[config.mk]
export PLATFORM = sky130hd
export DESIGN_NAME = spi_bus_arbiter_flat
export DESIGN_NICKNAME = d
export VERILOG_FILES = /design/src/rtl/spi_bus_arbiter_if.sv /design/src/rtl/spi_bus_arbiter.sv /design/src/flat_wrapper.sv
export SDC_FILE = /design/constraint.sdc
export NUM_CORES = 1
export LEC_CHECK = 0
export ABC_AREA = 1
export BUFFER_PORTS_ARGS = -buffer_cell sky130_fd_sc_hd__buf_2
export CORE_AREA = 2 2 86 88
export CTS_CLUSTER_SIZE = 16
export DETAILED_ROUTE_END_ITERATION = 10
export DIE_AREA = 0 0 88 90
export SLEW_MARGIN = 40
export SYNTH_ARGS = -nofsm -noshare
export SYNTH_HDL_FRONTEND = slang
export SYNTH_SLANG_ARGS = --single-unit
[constraint.sdc]
create_clock -name clk -period 1.5 [get_ports clk]
set_clock_uncertainty 0.05 [all_clocks]
set_input_delay 0.3 -clock clk [delete_from_list [all_inputs] [get_ports clk]]
set_output_delay 0.3 -clock clk [all_outputs]
set_load 0.01 [all_outputs]
[src/rtl/spi_bus_arbiter_if.sv]
// Byte-stream request/response and SPI pin bundle for spi_bus_arbiter.
// master: the arbiter side; slave: requesters plus the external SPI device.
interface spi_bus_arbiter_if;
    logic [1:0]  req_valid;
    logic [15:0] req_data;
    logic [1:0]  req_last;
    logic [1:0]  req_ready;
    logic [1:0]  rsp_valid;
    logic [7:0]  rsp_data;
    logic [1:0]  grant;
    logic        busy;
    logic        spi_sclk;
    logic        spi_cs_n;
    logic        spi_mosi;
    logic        spi_miso;

    modport master (
        input  req_valid, req_data, req_last, spi_miso,
        output req_ready, rsp_valid, rsp_data, grant, busy,
               spi_sclk, spi_cs_n, spi_mosi
    );

    modport slave (
        output req_valid, req_data, req_last, spi_miso,
        input  req_ready, rsp_valid, rsp_data, grant, busy,
               spi_sclk, spi_cs_n, spi_mosi
    );
endinterface

[src/rtl/spi_bus_arbiter.sv]
// Two-requester round-robin arbiter in front of one SPI mode-0 master port.
// Define SPI_BUS_ARBITER_LOOPBACK_EN to receive from spi_mosi instead of spi_miso.
module spi_bus_arbiter #(
    parameter int CLK_DIV = 2,
    parameter int CS_IDLE = 2
) (
    input  logic              clk,
    input  logic              rst,
    spi_bus_arbiter_if.master bus
);
    typedef enum logic [1:0] {IDLE, LOAD, SHIFT, HOLD} state_t;

    localparam logic [7:0] DIV_LAST  = 8'(CLK_DIV - 1);
    localparam logic [7:0] HOLD_LAST = 8'(CS_IDLE - 1);

    state_t      state, state_next;
    logic        owner, rr_ptr, pick;
    logic        grant_now, accept, half_end, shift_done, hold_done, rx_bit;
    logic [7:0]  div_cnt, hold_cnt, tx_sr, rx_sr, rsp_data_q;
    logic [3:0]  half_cnt;
    logic        last_q;
    logic [1:0]  grant_q, rsp_valid_q, req_ready_c;
    logic        busy_q, sclk_q, cs_n_q, mosi_q;

`ifdef SPI_BUS_ARBITER_LOOPBACK_EN
    assign rx_bit = mosi_q;
`else
    assign rx_bit = bus.spi_miso;
`endif

    // NOTE: every variable gets a default at the top of always_comb so no path leaves one unassigned and infers a latch.
    always_comb begin
        state_next  = state;
        pick        = rr_ptr;
        req_ready_c = 2'b00;
        if (bus.req_valid == 2'b01)
            pick = 1'b0;
        else if (bus.req_valid == 2'b10)
            pick = 1'b1;
        grant_now  = (state == IDLE) && (|bus.req_valid);
        accept     = (state == LOAD) && bus.req_valid[owner];
        half_end   = (div_cnt == DIV_LAST);
        shift_done = (state == SHIFT) && half_end && (half_cnt == 4'd15);
        hold_done  = (state == HOLD) && (hold_cnt == HOLD_LAST);
        if (state == LOAD)
            req_ready_c[owner] = bus.req_valid[owner];

        case (state)
            IDLE:    if (grant_now)  state_next = LOAD;
            LOAD:    if (accept)     state_next = SHIFT;
            SHIFT:   if (shift_done) state_next = last_q ? HOLD : LOAD;
            HOLD:    if (hold_done)  state_next = IDLE;
            default: state_next = IDLE;
        endcase
    end

    // NOTE: sequential state uses non-blocking assignments so every register samples pre-edge values.
    always_ff @(posedge clk) begin
        if (rst)
            state <= IDLE;
        else
            state <= state_next;
    end

    // The pointer only flips on contention, so a lone requester never steals the other's turn.
    always_ff @(posedge clk) begin
        if (rst) begin
            owner   <= 1'b0;
            rr_ptr  <= 1'b0;
            grant_q <= 2'b00;
            busy_q  <= 1'b0;
        end else if (grant_now) begin
            owner   <= pick;
            grant_q <= pick ? 2'b10 : 2'b01;
            busy_q  <= 1'b1;
            if (&bus.req_valid)
                rr_ptr <= ~pick;
        end else if (hold_done) begin
            grant_q <= 2'b00;
            busy_q  <= 1'b0;
        end
    end

    // half_cnt walks 16 half-bits: even = sclk low phase, odd = sclk high phase.
    always_ff @(posedge clk) begin
        if (rst) begin
            div_cnt     <= 8'd0;
            half_cnt    <= 4'd0;
            hold_cnt    <= 8'd0;
            tx_sr       <= 8'd0;
            rx_sr       <= 8'd0;
            last_q      <= 1'b0;
            sclk_q      <= 1'b0;
            cs_n_q      <= 1'b1;
            mosi_q      <= 1'b0;
            rsp_valid_q <= 2'b00;
            rsp_data_q  <= 8'd0;
        end else begin
            rsp_valid_q <= 2'b00;
            case (state)
                LOAD: begin
                    if (accept) begin
                        tx_sr    <= owner ? bus.req_data[15:8] : bus.req_data[7:0];
                        mosi_q   <= owner ? bus.req_data[15] : bus.req_data[7];
                        last_q   <= bus.req_last[owner];
                        cs_n_q   <= 1'b0;
                        sclk_q   <= 1'b0;
                        div_cnt  <= 8'd0;
                        half_cnt <= 4'd0;
                    end
                end
                SHIFT: begin
                    if (half_end) begin
                        div_cnt  <= 8'd0;
                        half_cnt <= half_cnt + 4'd1;
                        if (!half_cnt[0]) begin
                            sclk_q <= 1'b1;
                            rx_sr  <= {rx_sr[6:0], rx_bit};
                        end else begin
                            sclk_q <= 1'b0;
                            if (half_cnt == 4'd15) begin
                                rsp_valid_q <= owner ? 2'b10 : 2'b01;
                                rsp_data_q  <= rx_sr;
                                cs_n_q      <= last_q;
                                mosi_q      <= 1'b0;
                                hold_cnt    <= 8'd0;
                            end else begin
                                tx_sr  <= {tx_sr[6:0], 1'b0};
                                mosi_q <= tx_sr[6];
                            end
                        end
                    end else begin
                        div_cnt <= div_cnt + 8'd1;
                    end
                end
                HOLD:    hold_cnt <= hold_cnt + 8'd1;
                default: ;
            endcase
        end
    end

    assign bus.req_ready = req_ready_c;
    assign bus.rsp_valid = rsp_valid_q;
    assign bus.rsp_data  = rsp_data_q;
    assign bus.grant     = grant_q;
    assign bus.busy      = busy_q;
    assign bus.spi_sclk  = sclk_q;
    assign bus.spi_cs_n  = cs_n_q;
    assign bus.spi_mosi  = mosi_q;
endmodule

[src/flat_wrapper.sv]
// flat-port wrapper written by rule: the top's interface ports become plain ports
module spi_bus_arbiter_flat 
#(
    parameter int CLK_DIV = 2,
    parameter int CS_IDLE = 2
)
  (clk, rst, bus_req_valid, bus_req_data, bus_req_last, bus_spi_miso, bus_req_ready, bus_rsp_valid, bus_rsp_data, bus_grant, bus_busy, bus_spi_sclk, bus_spi_cs_n, bus_spi_mosi);
  spi_bus_arbiter_if bus_i ();
  input  logic clk;
  input  logic rst;
  input wire logic [$bits(bus_i.req_valid)-1:0] bus_req_valid;
  input wire logic [$bits(bus_i.req_data)-1:0] bus_req_data;
  input wire logic [$bits(bus_i.req_last)-1:0] bus_req_last;
  input wire logic [$bits(bus_i.spi_miso)-1:0] bus_spi_miso;
  output wire logic [$bits(bus_i.req_ready)-1:0] bus_req_ready;
  output wire logic [$bits(bus_i.rsp_valid)-1:0] bus_rsp_valid;
  output wire logic [$bits(bus_i.rsp_data)-1:0] bus_rsp_data;
  output wire logic [$bits(bus_i.grant)-1:0] bus_grant;
  output wire logic [$bits(bus_i.busy)-1:0] bus_busy;
  output wire logic [$bits(bus_i.spi_sclk)-1:0] bus_spi_sclk;
  output wire logic [$bits(bus_i.spi_cs_n)-1:0] bus_spi_cs_n;
  output wire logic [$bits(bus_i.spi_mosi)-1:0] bus_spi_mosi;
  assign bus_i.req_valid = bus_req_valid;
  assign bus_i.req_data = bus_req_data;
  assign bus_i.req_last = bus_req_last;
  assign bus_i.spi_miso = bus_spi_miso;
  assign bus_req_ready = bus_i.req_ready;
  assign bus_rsp_valid = bus_i.rsp_valid;
  assign bus_rsp_data = bus_i.rsp_data;
  assign bus_grant = bus_i.grant;
  assign bus_busy = bus_i.busy;
  assign bus_spi_sclk = bus_i.spi_sclk;
  assign bus_spi_cs_n = bus_i.spi_cs_n;
  assign bus_spi_mosi = bus_i.spi_mosi;
  spi_bus_arbiter #(.CLK_DIV(CLK_DIV), .CS_IDLE(CS_IDLE)) u_core (.clk(clk), .rst(rst), .bus(bus_i));
endmodule
After elaboration in Yosys (flattened, before gate mapping)
Index checks and enable logic that the tools add are counted.
{ "op_classes": {"addsub": 3, "n_mul": 0, "n_div": 0, "n_lt_le_gt_ge": 2, "eq_ne": 16, "shift": 0, "muxes": 50, "bitwise_logic": 6, "n_reduce_logical": 23} }
{ "op_table": {"columns": ["operator", "count"], "rows": [
  ["8-bit two-way mux", 5],
  ["7-bit two-way mux", 5],
  ["8-bit case mux with 2 select lines", 2],
  ["1-bit two-way mux", 20],
  ["2-bit two-way mux", 9],
  ["8-bit by 1-bit adder with 8-bit output, second input constant", 2],
  ["8-bit by 1-bit == test with 1-bit output, second input constant", 2],
  ["4-bit AND reduction", 4],
  ["7-bit case mux with 2 select lines", 1],
  ["2-bit by 1-bit != test with 1-bit output, second input constant", 6],
  ["5-bit AND reduction", 2],
  ["3-bit AND reduction", 3],
  ["4-bit two-way mux", 2],
  ["2-bit case mux with 4 select lines", 1],
  ["4-bit case mux with 2 select lines", 1],
  ["2-bit == test, second input constant", 3],
  ["1-bit logical AND", 6],
  ["1-bit case mux with 2 select lines", 3],
  ["2-bit nonzero test", 3],
  ["1-bit inverter", 5],
  ["5-bit OR reduction", 1],
  ["4-bit by 1-bit adder with 4-bit output, second input constant", 1],
  ["2-bit by 1-bit == test with 1-bit output, second input constant", 2],
  ["4-bit == test, second input constant", 1],
  ["8 further kinds", 10]
]} }
{ "word_totals": {"reg_bits": 56, "latchBits": 0, "ramBits": 0, "rom_bits": 0, "inputBits": 23, "out_inout_bits": 18, "n_memories": 0} }

Logic depth before layout (Yosys ltp)
{ "depth": {"word_depth": 6, "ltp_mapped": 11, "mapped_depth_nobuf": 11} }

Worst setup path before layout
Ideal clock, no wire load.
{ "synth_path": {"kind": "reg2reg", "start": "register u_core.state[0]", "end": "register u_core.tx_sr[4]", "setup_time_ns": 0.132, "arrival_time_ns": 1.410, "required_ns": 1.318, "setup_slack_ns": -0.093, "stages_incl_launch_ff": 10, "path_buffers": 1, "period_less_slack_ns": 1.593, "path_cell_list": "dfxtp_1 inv_1 ha_1 buf_6 nand2_4 nand2_1 nor2_4 nand3_4 nand2_1 a21oi_1"} }
{ "synth_between": {"elab_chain_cells": 4, "elab_cells_between_ends": 10, "cone_classes": "eq/ne (6); mux (1); reduce/logical (3)"} }
{ "synth_lines": {"columns": ["item", "line_no", "source"], "rows": [
  ["start, declared", "spi_bus_arbiter.sv:16", "state_t state, state_next;"],
  ["start signal, assigned", "spi_bus_arbiter.sv:62", "state <= state_next;"],
  ["2-bit by 1-bit == test with 1-bit output", "spi_bus_arbiter.sv:41, spi_bus_arbiter.sv:100", null],
  ["1-bit logical AND", "spi_bus_arbiter.sv:41", "accept = (state == LOAD) && bus.req_valid[owner];"],
  ["2-bit by 1-bit != test with 1-bit output (no source line)", null, null],
  ["5-bit AND reduction (no source line)", null, null],
  ["end signal, assigned", "spi_bus_arbiter.sv:103", "tx_sr <= owner ? bus.req_data[15:8] : bus.req_data[7:0];"],
  ["end signal, assigned", "spi_bus_arbiter.sv:128", "tx_sr <= {tx_sr[6:0], 1'b0};"],
  ["end, declared", "spi_bus_arbiter.sv:19", "logic [7:0] div_cnt, hold_cnt, tx_sr, rx_sr, rsp_data_q;"]
]} }
Parallel ways exist; a longest one is shown, timed or not.
A chain may end at the register's enable or synchronous reset.

Final worst setup path
{ "layout_path": {"start": "register u_core.state[1]", "end": "register u_core.rx_sr[5]"} }
{ "layout_between": {"elab_chain_cells": 2} }
{ "layout_lines": {"columns": ["item", "line_no", "source"], "rows": [
  ["2-bit == test", "spi_bus_arbiter.sv:100", "case (state)"],
  ["3-bit AND reduction (no source line)", null, null],
  ["end signal, assigned", "spi_bus_arbiter.sv:118", "rx_sr <= {rx_sr[6:0], rx_bit};"],
  ["end, declared", "spi_bus_arbiter.sv:19", null]
]} }
No other way between the ends.

==> run summary <==
max-cap check violation count = 0
leakage = 1.84 nW
Placement Setup Slack = -0.106 ns
CP top delay family = buffers and inverters
status = finished, violations left
root buffer cell = clkbuf_8
Die ar. = 7920 um^2
share of the synthesized area in the top cell type = 37.9%
CTS H-tree depth = 2
Num CTS Buffers = 5
register area = 1110 um^2
total clock sinks = 55
Clk pwr share = 18.2%
Crit path largest cell delay = 0.36 ns
R2R cell count = 9
nets = 542
Die Wd = 88 um
Syn Nets = 449
Synth area leader = dfxtp_1
IO Pins = 41
Final Core Density = 58.0%
Clock transition at path regs = 0.12 ns
RSZ-0062 raised after global routing = true
largest family of logic cells by synthesized area = simple AND/OR/NAND/NOR gates
clock latency on the worst-skew pair = 0.32 ns
Synth Area in XOR/XNOR = 1.21%
Syn. warnings = 0
top cells by count, synth = nand2_1, nor2_1, dfxtp_1
Post-Syn Instances = 416
Slew HR = 78.2%
core area = 7020 um^2
Netlist cell types = 31
# fillers = 639
total global routing overflow = 0
post-synthesis sequential area ratio = 37.9%
Area Overhead vs Synth = 40.2%
HP Class = primary input to flip-flop
worst-path maximum fanout = 8
PortBufs = 40
Longest Clk Path Bufs = 2
hold depth = 3
fraction of the mapped netlist area in adder cells = 4.31%
Die Height = 90 um
Synth Area in Simple Gates = 35.1%
Via density = 4.82
Sw Share = 38.3%
Peak Freq = 647 MHz
Diodes inserted = 0
# hold bufs at CTS = 0
Mean Syn Cell Area = 6.98 um^2
Async SR Flop Fraction = 0%
Comb pwr share = 47.2%
Critical-path top delay cell = dfxtp_2
Power Density = 1260 nW/um^2
Critical Path Most Common Cell = buf_6
post-place instance area = 3540 um^2
hold slack final = 0.168 ns
final worst-path cycle share = 103%
first-pass GRT wire length = 12700 um
switching power = 1.96 mW
antenna violations before repair = 0
Final Slew Violations = 0
flop2flop setup slack = -0.04 ns
Critical Path Start Type = flip-flop
largest net degree at the start of global routing = 25
dpl hpwl = 5420 um
CTS tree = built
1st-iter DRT viols = 117
Post-synth EDFFs = 0
WS Path Type = flip-flop to flip-flop
Post-Layout Inst Area = 4070 um^2
WL/cell = 12.4 um
final worst slack = -0.0446 ns
synthesized flop and latch total = 55
number of cells on the critical path = 9
Int Power = 3.16 mW
WL final = 7580 um
vias in the first global route = 2811
count leader, synth = nand2_1
# rows = 31
worst path cell trace = buf_6 -> ha_4 -> buf_6 -> nand2_4 -> buf_6 -> nor2_4 -> buf_6 -> o21ai_0 -> nor2_1
post-layout min period = 1.54 ns
CP Data Arrival Time = 1.76 ns
critical path endpoint category = flip-flop
routability cong. = 0.848
GR Util All Layers = 19.7%
Synth Area in Compound Gates = 12.8%
Main synth FF type = dfxtp_1
DRC viols = 0
post-synthesis mux area share = 0%
Max IR drop VDD = 0.600 mV
share of layout cells above drive strength 1 = 37.1%
TritonRoute pass-1 iters = 4
post-synthesis cell area = 2900 um^2
Worst-Margin Slew = 0.325 ns
Final Hold Viols = 0
sequential share of power = 34.6%
Data required, critical path = 1.72 ns
final setup fails = 24
Crit path buffers/inverters = 4
failing checks = negative setup slack
DR vias = 2937
number of routed nets with antenna violations = 0
multi-input logic area = 1810 um^2
Area contributors post-synth = dfxtp_1, nand2_1, nor2_1
Starting Density = 41.4%
## cells in the final DEF (no fill, tap or decap), types with 3 or more instances in the layout
cell type and instances:
nand2_1 81, nor2_1 58, dfxtp_1 48, buf_2 41, buf_4 35, inv_1 33, a21oi_1 26, o21ai_0 20
nand3_1 17, buf_6 16, nand4_1 14, inv_2 11, nor2_2 10, nand3_2 8, nor2_4 7, nand2_2 6
o21ai_1 6, a31oi_1 6, dfxtp_2 6, nand2_4 5, a21oi_2 5, o21ai_2 5, clkbuf_8 5, buf_12 5
ha_1 4, ha_4 4, nor3_2 3, xor2_1 3
## worst min-delay path, delay by kind of cell
kind	cells	cell delay, ns
simple gates	2	0.13
buf+inv	1	0.08
## cells by family after synthesis
family / after synthesis
simple gates: 218
flops: 55
compound gates: 71
fa+ha+maj: 10
buf+inv: 58
xor+xnor: 4
## flip-flops by register name, indices dropped and copies added, names as in the netlist, 2 cells and up
register / count
u_core.state: 2
u_core.rx_sr: 8
u_core.half_cnt: 3
u_core.bus.grant: 2
u_core.div_cnt: 8
u_core.bus.rsp_valid: 2
u_core.hold_cnt: 8
u_core.bus.rsp_data: 8
u_core.tx_sr: 7
## power groups by stage
stage                     clock [mW]  sequential [mW]  combinational, mW
after global placement             0             1.79               1.77
after detailed placement           0             1.79               1.79
final                          0.930             1.77               2.42
after CTS                      0.948             1.77               2.22
after global routing            1.01             1.80               2.66
after floorplan                    0             1.79               1.12
## metal layers
metal | routed length, um | vias up | track usage (%)
met1 | 3540 | 1352 | 25.3
met4 | 56 | 0 | 4.49
li1 | - | 1534 | -
met3 | 231 | 5 | 3.95
met5 | 0 | - | 0
met2 | 3750 | 46 | 33.6
## area by class of cell
type / instances / share of cell area [%]
Tap cell: 99 / 3.04
Clock inverter: 3 / 0.830
Sequential cell: 55 / 27.3
Inverter: 46 / 4.36
Timing Repair Buffer: 97 / 18.4
Clock buffer: 5 / 1.69
Multi-Input combinational cell: 304 / 44.4
## worst paths after layout
path,from,to
setup / recovery,u_core.state[1],u_core.rx_sr[5]
hold / removal,bus_spi_miso,u_core.rx_sr[0]
setup reg to reg,u_core.state[1],u_core.rx_sr[5]
hold reg to reg,u_core.bus.spi_mosi,u_core.bus.spi_mosi
## through the flow
stage | setup TNS (ns) | cells | power (mW)
after floorplan | -0.00920 | 416 | 2.90
after global placement | -0.413 | 589 | 3.56
after detailed placement | -1.02 | 589 | 3.58
after CTS | -0.139 | 605 | 4.94
after global routing | -3.54 | 609 | 5.46
final | -0.424 | 609 | 5.12
## repair_timing
| action | CTS | global route |
|---|---|---|
| resized for setup | 40 | 61 |
| setup endpoints to repair | 36 | 50 |
| hold endpoints to repair | 0 | 0 |
| cloned | 1 | 0 |
| buffers inserted | 7 | 4 |
| pin swaps | 18 | 19 |
Power figures use the tool's default switching activity.
